### config.mk
export PLATFORM = sky130hd
export DESIGN_NAME = alu_result_buffer_flat
export DESIGN_NICKNAME = d
export VERILOG_FILES = /design/src/rtl/alu_result_buffer_if.sv /design/src/rtl/alu_result_buffer.sv /design/src/flat_wrapper.sv
export SDC_FILE = /design/constraint.sdc
export NUM_CORES = 1
export LEC_CHECK = 0
export CAP_MARGIN = 40
export CORE_MARGIN = 1
export CORE_UTILIZATION = 50
export DETAILED_ROUTE_END_ITERATION = 10
export PLACE_DENSITY = 0.79
export SYNTH_ARGS = -nofsm -noshare
export SYNTH_HDL_FRONTEND = slang
export SYNTH_SLANG_ARGS = --single-unit
### constraint.sdc
create_clock -name clk -period 1.9 [get_ports clk]
set_input_delay 0.38 -clock clk [delete_from_list [all_inputs] [get_ports clk]]
set_output_delay 0.38 -clock clk [all_outputs]
set_load 0.005 [all_outputs]
### src/rtl/alu_result_buffer_if.sv
// Handshake bundle between the ALU stage, the result buffer and the memory stage.
// The slave side is the buffer; the master side is whatever drives it (upstream and downstream together).
interface alu_result_buffer_if #(
   parameter int W = 32
);
   logic         in_valid;
   logic         in_ready;
   logic [W-1:0] in_z;
   logic         in_zero;
   logic [4:0]   in_rd;
   logic         in_wb;
   logic         in_br;

   logic         out_valid;
   logic         out_ready;
   logic [W-1:0] out_z;
   logic         out_zero;
   logic [4:0]   out_rd;
   logic         out_wb;
   logic         out_taken;

   modport master (
      output in_valid, in_z, in_zero, in_rd, in_wb, in_br, out_ready,
      input  in_ready, out_valid, out_z, out_zero, out_rd, out_wb, out_taken
   );

   modport slave (
      input  in_valid, in_z, in_zero, in_rd, in_wb, in_br, out_ready,
      output in_ready, out_valid, out_z, out_zero, out_rd, out_wb, out_taken
   );
endinterface

### src/rtl/alu_result_buffer.sv
// Two-entry FIFO between execute and memory: holds ALU results across memory-stage stalls
// and counts retired entries.
module alu_result_buffer #(
   parameter int W  = 32,
   parameter int CW = 16
) (
   input  logic                 clk,
   input  logic                 reset,
   alu_result_buffer_if.slave   bus,
   output logic [CW-1:0]        retire_cnt
);

   typedef struct packed {
      logic [W-1:0] z;
      logic         zero;
      logic [4:0]   rd;
      logic         wb;
      logic         br;
   } entry_t;

   typedef enum logic [1:0] {
      EMPTY = 2'd0,
      ONE   = 2'd1,
      FULL  = 2'd2
   } state_t;

   state_t state;
   state_t state_next;
   entry_t slot0;
   entry_t slot1;
   entry_t slot0_next;
   entry_t slot1_next;
   entry_t in_entry;
   logic   push;
   logic   pop;

   // Handshake flags come only from registered occupancy, keeping ready/valid free of combinational loops.
   assign bus.in_ready  = (state != FULL);
   assign bus.out_valid = (state != EMPTY);
   assign push          = bus.in_valid & bus.in_ready;
   assign pop           = bus.out_valid & bus.out_ready;

   assign in_entry = '{z: bus.in_z, zero: bus.in_zero, rd: bus.in_rd, wb: bus.in_wb, br: bus.in_br};

   assign bus.out_z     = slot0.z;
   assign bus.out_zero  = slot0.zero;
   assign bus.out_rd    = slot0.rd;
   assign bus.out_wb    = slot0.wb;
   assign bus.out_taken = bus.out_valid & slot0.br & slot0.zero;

   always_ff @(posedge clk) begin
      if (reset) begin
         state      <= EMPTY;
         slot0      <= '0;
         slot1      <= '0;
         retire_cnt <= '0;
      end else begin
         state <= state_next;
         slot0 <= slot0_next;
         slot1 <= slot1_next;
         if (pop) begin
            retire_cnt <= retire_cnt + CW'(1);
         end
      end
   end

   // In ONE with simultaneous push and pop the new entry replaces the head directly.
   always_comb begin
      state_next = state;
      slot0_next = slot0;
      slot1_next = slot1;
      case (state)
         EMPTY: begin
            if (push) begin
               state_next = ONE;
               slot0_next = in_entry;
            end
         end
         ONE: begin
            if (push && pop) begin
               slot0_next = in_entry;
            end else if (push) begin
               state_next = FULL;
               slot1_next = in_entry;
            end else if (pop) begin
               state_next = EMPTY;
            end
         end
         FULL: begin
            if (pop) begin
               state_next = ONE;
               slot0_next = slot1;
            end
         end
         default: begin
            state_next = EMPTY;
         end
      endcase
   end

endmodule

### src/flat_wrapper.sv
// flat-port wrapper written by rule: the top's interface ports become plain ports
module alu_result_buffer_flat 
#(
   parameter int W  = 32,
   parameter int CW = 16
)
  (clk, reset, retire_cnt, bus_in_valid, bus_in_z, bus_in_zero, bus_in_rd, bus_in_wb, bus_in_br, bus_out_ready, bus_in_ready, bus_out_valid, bus_out_z, bus_out_zero, bus_out_rd, bus_out_wb, bus_out_taken);
  alu_result_buffer_if #(.W(W)) bus_i ();
  input  logic clk;
  input  logic reset;
  output logic [CW-1:0] retire_cnt;
  input wire logic [$bits(bus_i.in_valid)-1:0] bus_in_valid;
  input wire logic [$bits(bus_i.in_z)-1:0] bus_in_z;
  input wire logic [$bits(bus_i.in_zero)-1:0] bus_in_zero;
  input wire logic [$bits(bus_i.in_rd)-1:0] bus_in_rd;
  input wire logic [$bits(bus_i.in_wb)-1:0] bus_in_wb;
  input wire logic [$bits(bus_i.in_br)-1:0] bus_in_br;
  input wire logic [$bits(bus_i.out_ready)-1:0] bus_out_ready;
  output wire logic [$bits(bus_i.in_ready)-1:0] bus_in_ready;
  output wire logic [$bits(bus_i.out_valid)-1:0] bus_out_valid;
  output wire logic [$bits(bus_i.out_z)-1:0] bus_out_z;
  output wire logic [$bits(bus_i.out_zero)-1:0] bus_out_zero;
  output wire logic [$bits(bus_i.out_rd)-1:0] bus_out_rd;
  output wire logic [$bits(bus_i.out_wb)-1:0] bus_out_wb;
  output wire logic [$bits(bus_i.out_taken)-1:0] bus_out_taken;
  assign bus_i.in_valid = bus_in_valid;
  assign bus_i.in_z = bus_in_z;
  assign bus_i.in_zero = bus_in_zero;
  assign bus_i.in_rd = bus_in_rd;
  assign bus_i.in_wb = bus_in_wb;
  assign bus_i.in_br = bus_in_br;
  assign bus_i.out_ready = bus_out_ready;
  assign bus_in_ready = bus_i.in_ready;
  assign bus_out_valid = bus_i.out_valid;
  assign bus_out_z = bus_i.out_z;
  assign bus_out_zero = bus_i.out_zero;
  assign bus_out_rd = bus_i.out_rd;
  assign bus_out_wb = bus_i.out_wb;
  assign bus_out_taken = bus_i.out_taken;
  alu_result_buffer #(.W(W), .CW(CW)) u_core (.clk(clk), .reset(reset), .bus(bus_i), .retire_cnt(retire_cnt));
endmodule
==> results.txt <==
- Wire per inst: 13.7 um
- Cell area after technology mapping: 0.00428 mm^2
* Sequential fraction of the synthesis area: 45.8%
* Drt pass-1 iters: 4
* Root buffer cell: sky130_fd_sc_hd__clkbuf_8
* Core box area: 0.00826 mm^2
* Clock tree sinks: 98
* ANT nets after route: 0
- Maximum level of the CTS H-tree: 3
- In this run the critical register-to-register path is captured at u_core.bus.out_z[22].
* M3 GR Usage: 3.95%
- Share of the cycle needed by the critical path after routing: 92.9%
- The startpoint identified for the worst register-to-register timing path is u_core.state[1].
- Summed over its instances, the top area cell type makes up 45.8% of the synthesized netlist area.
- Path class of the lowest-slack min-delay path: reg2reg
* Worst R2R Setup Slack: 360 ps
* Power per Cell Area: 783 mW/mm^2
* Total detailed-routing wirelength: 8.92 mm
- Port Buffer Count: 101
* Crit path DAT: 1390 ps
* GRT overflow: 0
- In this run, the number of DRC markers left after iteration 0 of detailed routing was 109.
- Layout cells sized above 1: 6.76%
* Number of cells produced by synthesis: 488
- Counting every net in the synthesized netlist gives 533.
- After the last flow step, the layout net total stands at 589.
- Routability-driven placement finished with a final weighted congestion of 0.806.
- Relative max-transition margin: 73.7%
* Die X: 94.6 um
* Sw Ratio: 23.6%
- For the pin with the worst max-slew slack, the measured transition is 384 ps.
- The run finished with clean final reports.
- Total Die Area: 0.00894 mm^2
* Clock tree from TritonCTS: done
* Average cell area after synthesis: 8.78 um^2
- Routing usage on met2: 36.1%
* Total number of placement rows: 33
* Most used cells in the layout excluding fill and tap cells: 98 x sky130_fd_sc_hd__clkdlybuf4s50_1, 98 x sky130_fd_sc_hd__dfxtp_1, 87 x sky130_fd_sc_hd__nand2_1
* Hold Path End: u_core.slot1[15]
- Warnings from Yosys: 0
- Proportion of power drawn by the clock network: 31.5%
- Vias in the first global route: 3178
- Leakage power of the design: 2.17 nW
* Number of max-slew violations in the final report: 0
* Clock-pin slew on the worst setup and hold paths: 80 ps
- Met1 Track Usage GR: 24.5%
- The critical path in this run is classified as reg2out.
- 0 antenna diodes ended up in the layout.
- Detailed routing inserted a total of 3449 vias.
- Measured in cells, the most critical reg-to-reg path has a length of 5.
* Number of top-level pins: 102
- Setup repair after global routing left no endpoint under its margin.
- Across the routed clock network, the largest skew measured is 8.40 ps.
- For this configuration, the core starts out at a cell density of 51.9%.
* Worst slack after detailed placement: -80.7 ps
- The startpoint identified for the worst hold timing path is u_core.slot1[15].
- The clock passes through at most 2 buffers.
- The internal portion of the total power is 3.20 mW.
* Global-route wire length before repair: 14.4 mm
- In the routed layout, each cell is associated on average with a via count of 5.29.
- Counting flops and latches in the post-synthesis netlist gives 98.
- Global routing used 20.5% of the available tracks across all layers.
- Critical path capture point type: primary output
- # setup viols final: 0
* Ranking of synthesized cells by area: sky130_fd_sc_hd__dfxtp_1 46%, sky130_fd_sc_hd__mux2i_1 9.8%, sky130_fd_sc_hd__buf_4 7.9%
- For the finished layout, the period the worst path requires is 1770 ps.
- Counting instances, the worst hold path has a depth of 2.
- In this run, distinct cell masters in the synthesized netlist total 38.
- Per report_power, the combinational group accounts for 15.4% of the total.
* Largest area contributor in the netlist: sky130_fd_sc_hd__dfxtp_1
- The number of antenna violations at the first check in global routing is 0.
* Final Hold Violating Endpoints: 0
* Max capacitance violation total: 0
* Post-Place Cell Area: 0.00516 mm^2
- Power dissipated by switching net loads: 991 uW
- VDD sags by at most 413 uV.
- Largest net degree at the start of global routing: 99
* Overall die height: 94.6 um
- Registers are responsible for 53.1% of the overall power.
- Insertion delay of the later-clocked pin in the worst-skew pair: 350 ps
- Summing all non-filler instances in the final layout gives an area of 0.00536 mm^2.
- From synthesis to final layout, the design area changed by 25.0%.
- The worst setup path is launched from a flip-flop.
* Fraction of the core area covered by cells at the end of the flow: 64.9%
- Once the clock tree was built, the setup fixing pass inserted 0 buffers.
- Counting the buffers created by CTS gives 9.
- Post-layout worst setup margin: 135 ps
* Final HPWL DP: 6.01 mm
- Data on the critical path is required at its endpoint by 1520 ps.
* Layer with the highest usage: met2
- DRC viols: 0
- Highest Clock Rate: 0.566 GHz
- Of all nets on the critical path, the largest fanout is 3.
[sequential cells by signal, summed over array words and instances, names as in the netlist]
signal / count
u_core.slot1: 40
u_core.bus.out_z: 32
u_core.retire_cnt: 16
u_core.bus.out_rd: 5
u_core.state: 2
u_core.bus.out_wb: 1
u_core.bus.out_zero: 1
u_core.slot0: 1
[cells by family after synthesis]
family,Yosys count,synth area share (%)
compound gates,94,14.4
buf+inv,74,10.9
xor+xnor,11,2.25
fa+ha+maj,1,0.292
simple gates,168,16.6
flops,98,45.8
mux,42,9.81
[cell type report]
type	instances	area (um^2)
Clock inverter	2	37.5
Multi-Input combinational cell	316	1860
Clock buffer	12	155
Inverter	1	3.75
Sequential cell	98	1960
Timing Repair Buffer	118	1210
Tap cell	105	131
Fill cell	724	2900
[worst max path at each step]
stage / from / to / slack, ps
floorplan: bus_out_ready / u_core.retire_cnt[15] / 450
global placement: bus_out_ready / u_core.retire_cnt[15] / 20
detailed placement: bus_out_ready / u_core.bus.out_z[5] / -80
CTS: u_core.state[0] / bus_out_taken / 110
global route: u_core.state[0] / bus_out_taken / 90
finish: u_core.state[0] / bus_out_taken / 130
[worst max-delay path, stage by stage (launching register included)]
cell	delay, ps
sky130_fd_sc_hd__dfxtp_1	320
sky130_fd_sc_hd__or2_4	280
sky130_fd_sc_hd__and3_1	190
sky130_fd_sc_hd__dlygate4sd2_1	260
[stage by stage]
step | total power, mW | hold WS, ps | setup TNS, ps | instances
final | 4.19 | 456 | 0 | 652
after global placement | 2.90 | 440 | 0 | 638
after global routing | 4.39 | 473 | 0 | 652
after CTS | 4.23 | 458 | 0 | 652
after detailed placement | 2.93 | 446 | -961 | 638
after floorplan | 2.67 | 436 | 0 | 488
[per-layer routing]
metal  wire length (um)  up-vias
li1                   -     1740
met1               3930     1614
met2               4380       83
met3                475       12
met4                133        0
met5                  0        -
[cell usage after synthesis]
master / count
sky130_fd_sc_hd__and3_1: 2
sky130_fd_sc_hd__nor4_1: 1
sky130_fd_sc_hd__a31o_2: 1
sky130_fd_sc_hd__ha_1: 1
sky130_fd_sc_hd__o21ai_0: 2
sky130_fd_sc_hd__nor2_1: 54
sky130_fd_sc_hd__nand3_2: 1
sky130_fd_sc_hd__o2111a_2: 1
sky130_fd_sc_hd__buf_1: 3
sky130_fd_sc_hd__nand3b_1: 1
sky130_fd_sc_hd__clkbuf_1: 13
sky130_fd_sc_hd__nand2_1: 87
sky130_fd_sc_hd__buf_2: 10
sky130_fd_sc_hd__a211oi_1: 41
sky130_fd_sc_hd__nand2b_1: 1
sky130_fd_sc_hd__dfxtp_1: 98
sky130_fd_sc_hd__and2b_1: 1
sky130_fd_sc_hd__or2_2: 1
sky130_fd_sc_hd__xor2_1: 7
sky130_fd_sc_hd__clkbuf_4: 2
sky130_fd_sc_hd__mux2i_1: 42
sky130_fd_sc_hd__nand3_1: 1
sky130_fd_sc_hd__buf_4: 45
sky130_fd_sc_hd__and4_1: 2
sky130_fd_sc_hd__o211ai_1: 1
sky130_fd_sc_hd__xnor2_1: 4
sky130_fd_sc_hd__and2_1: 2
sky130_fd_sc_hd__o22a_1: 1
sky130_fd_sc_hd__nand4_1: 7
sky130_fd_sc_hd__nor3b_1: 1
sky130_fd_sc_hd__nor3_1: 2
sky130_fd_sc_hd__inv_1: 1
sky130_fd_sc_hd__a21oi_1: 45
sky130_fd_sc_hd__or3_1: 2
sky130_fd_sc_hd__or4_1: 1
sky130_fd_sc_hd__and3b_1: 1
sky130_fd_sc_hd__o2bb2ai_4: 1
sky130_fd_sc_hd__o31ai_1: 1
[power groups by stage]
stage	Sequential, mW	Combinational, mW	Clock, mW
CTS	2.23	0.652	1.35
finish	2.23	0.645	1.32
detailed placement	2.28	0.649	0
global route	2.24	0.709	1.44
global placement	2.27	0.631	0
floorplan	2.26	0.412	0
[timing repair]
item / CTS / global route
endpoints found under the setup margin: 2 / 0
hold buffers: 0 / 0
resized for setup: 3 / 0
No activity file was read; power rests on OpenSTA's default activity.
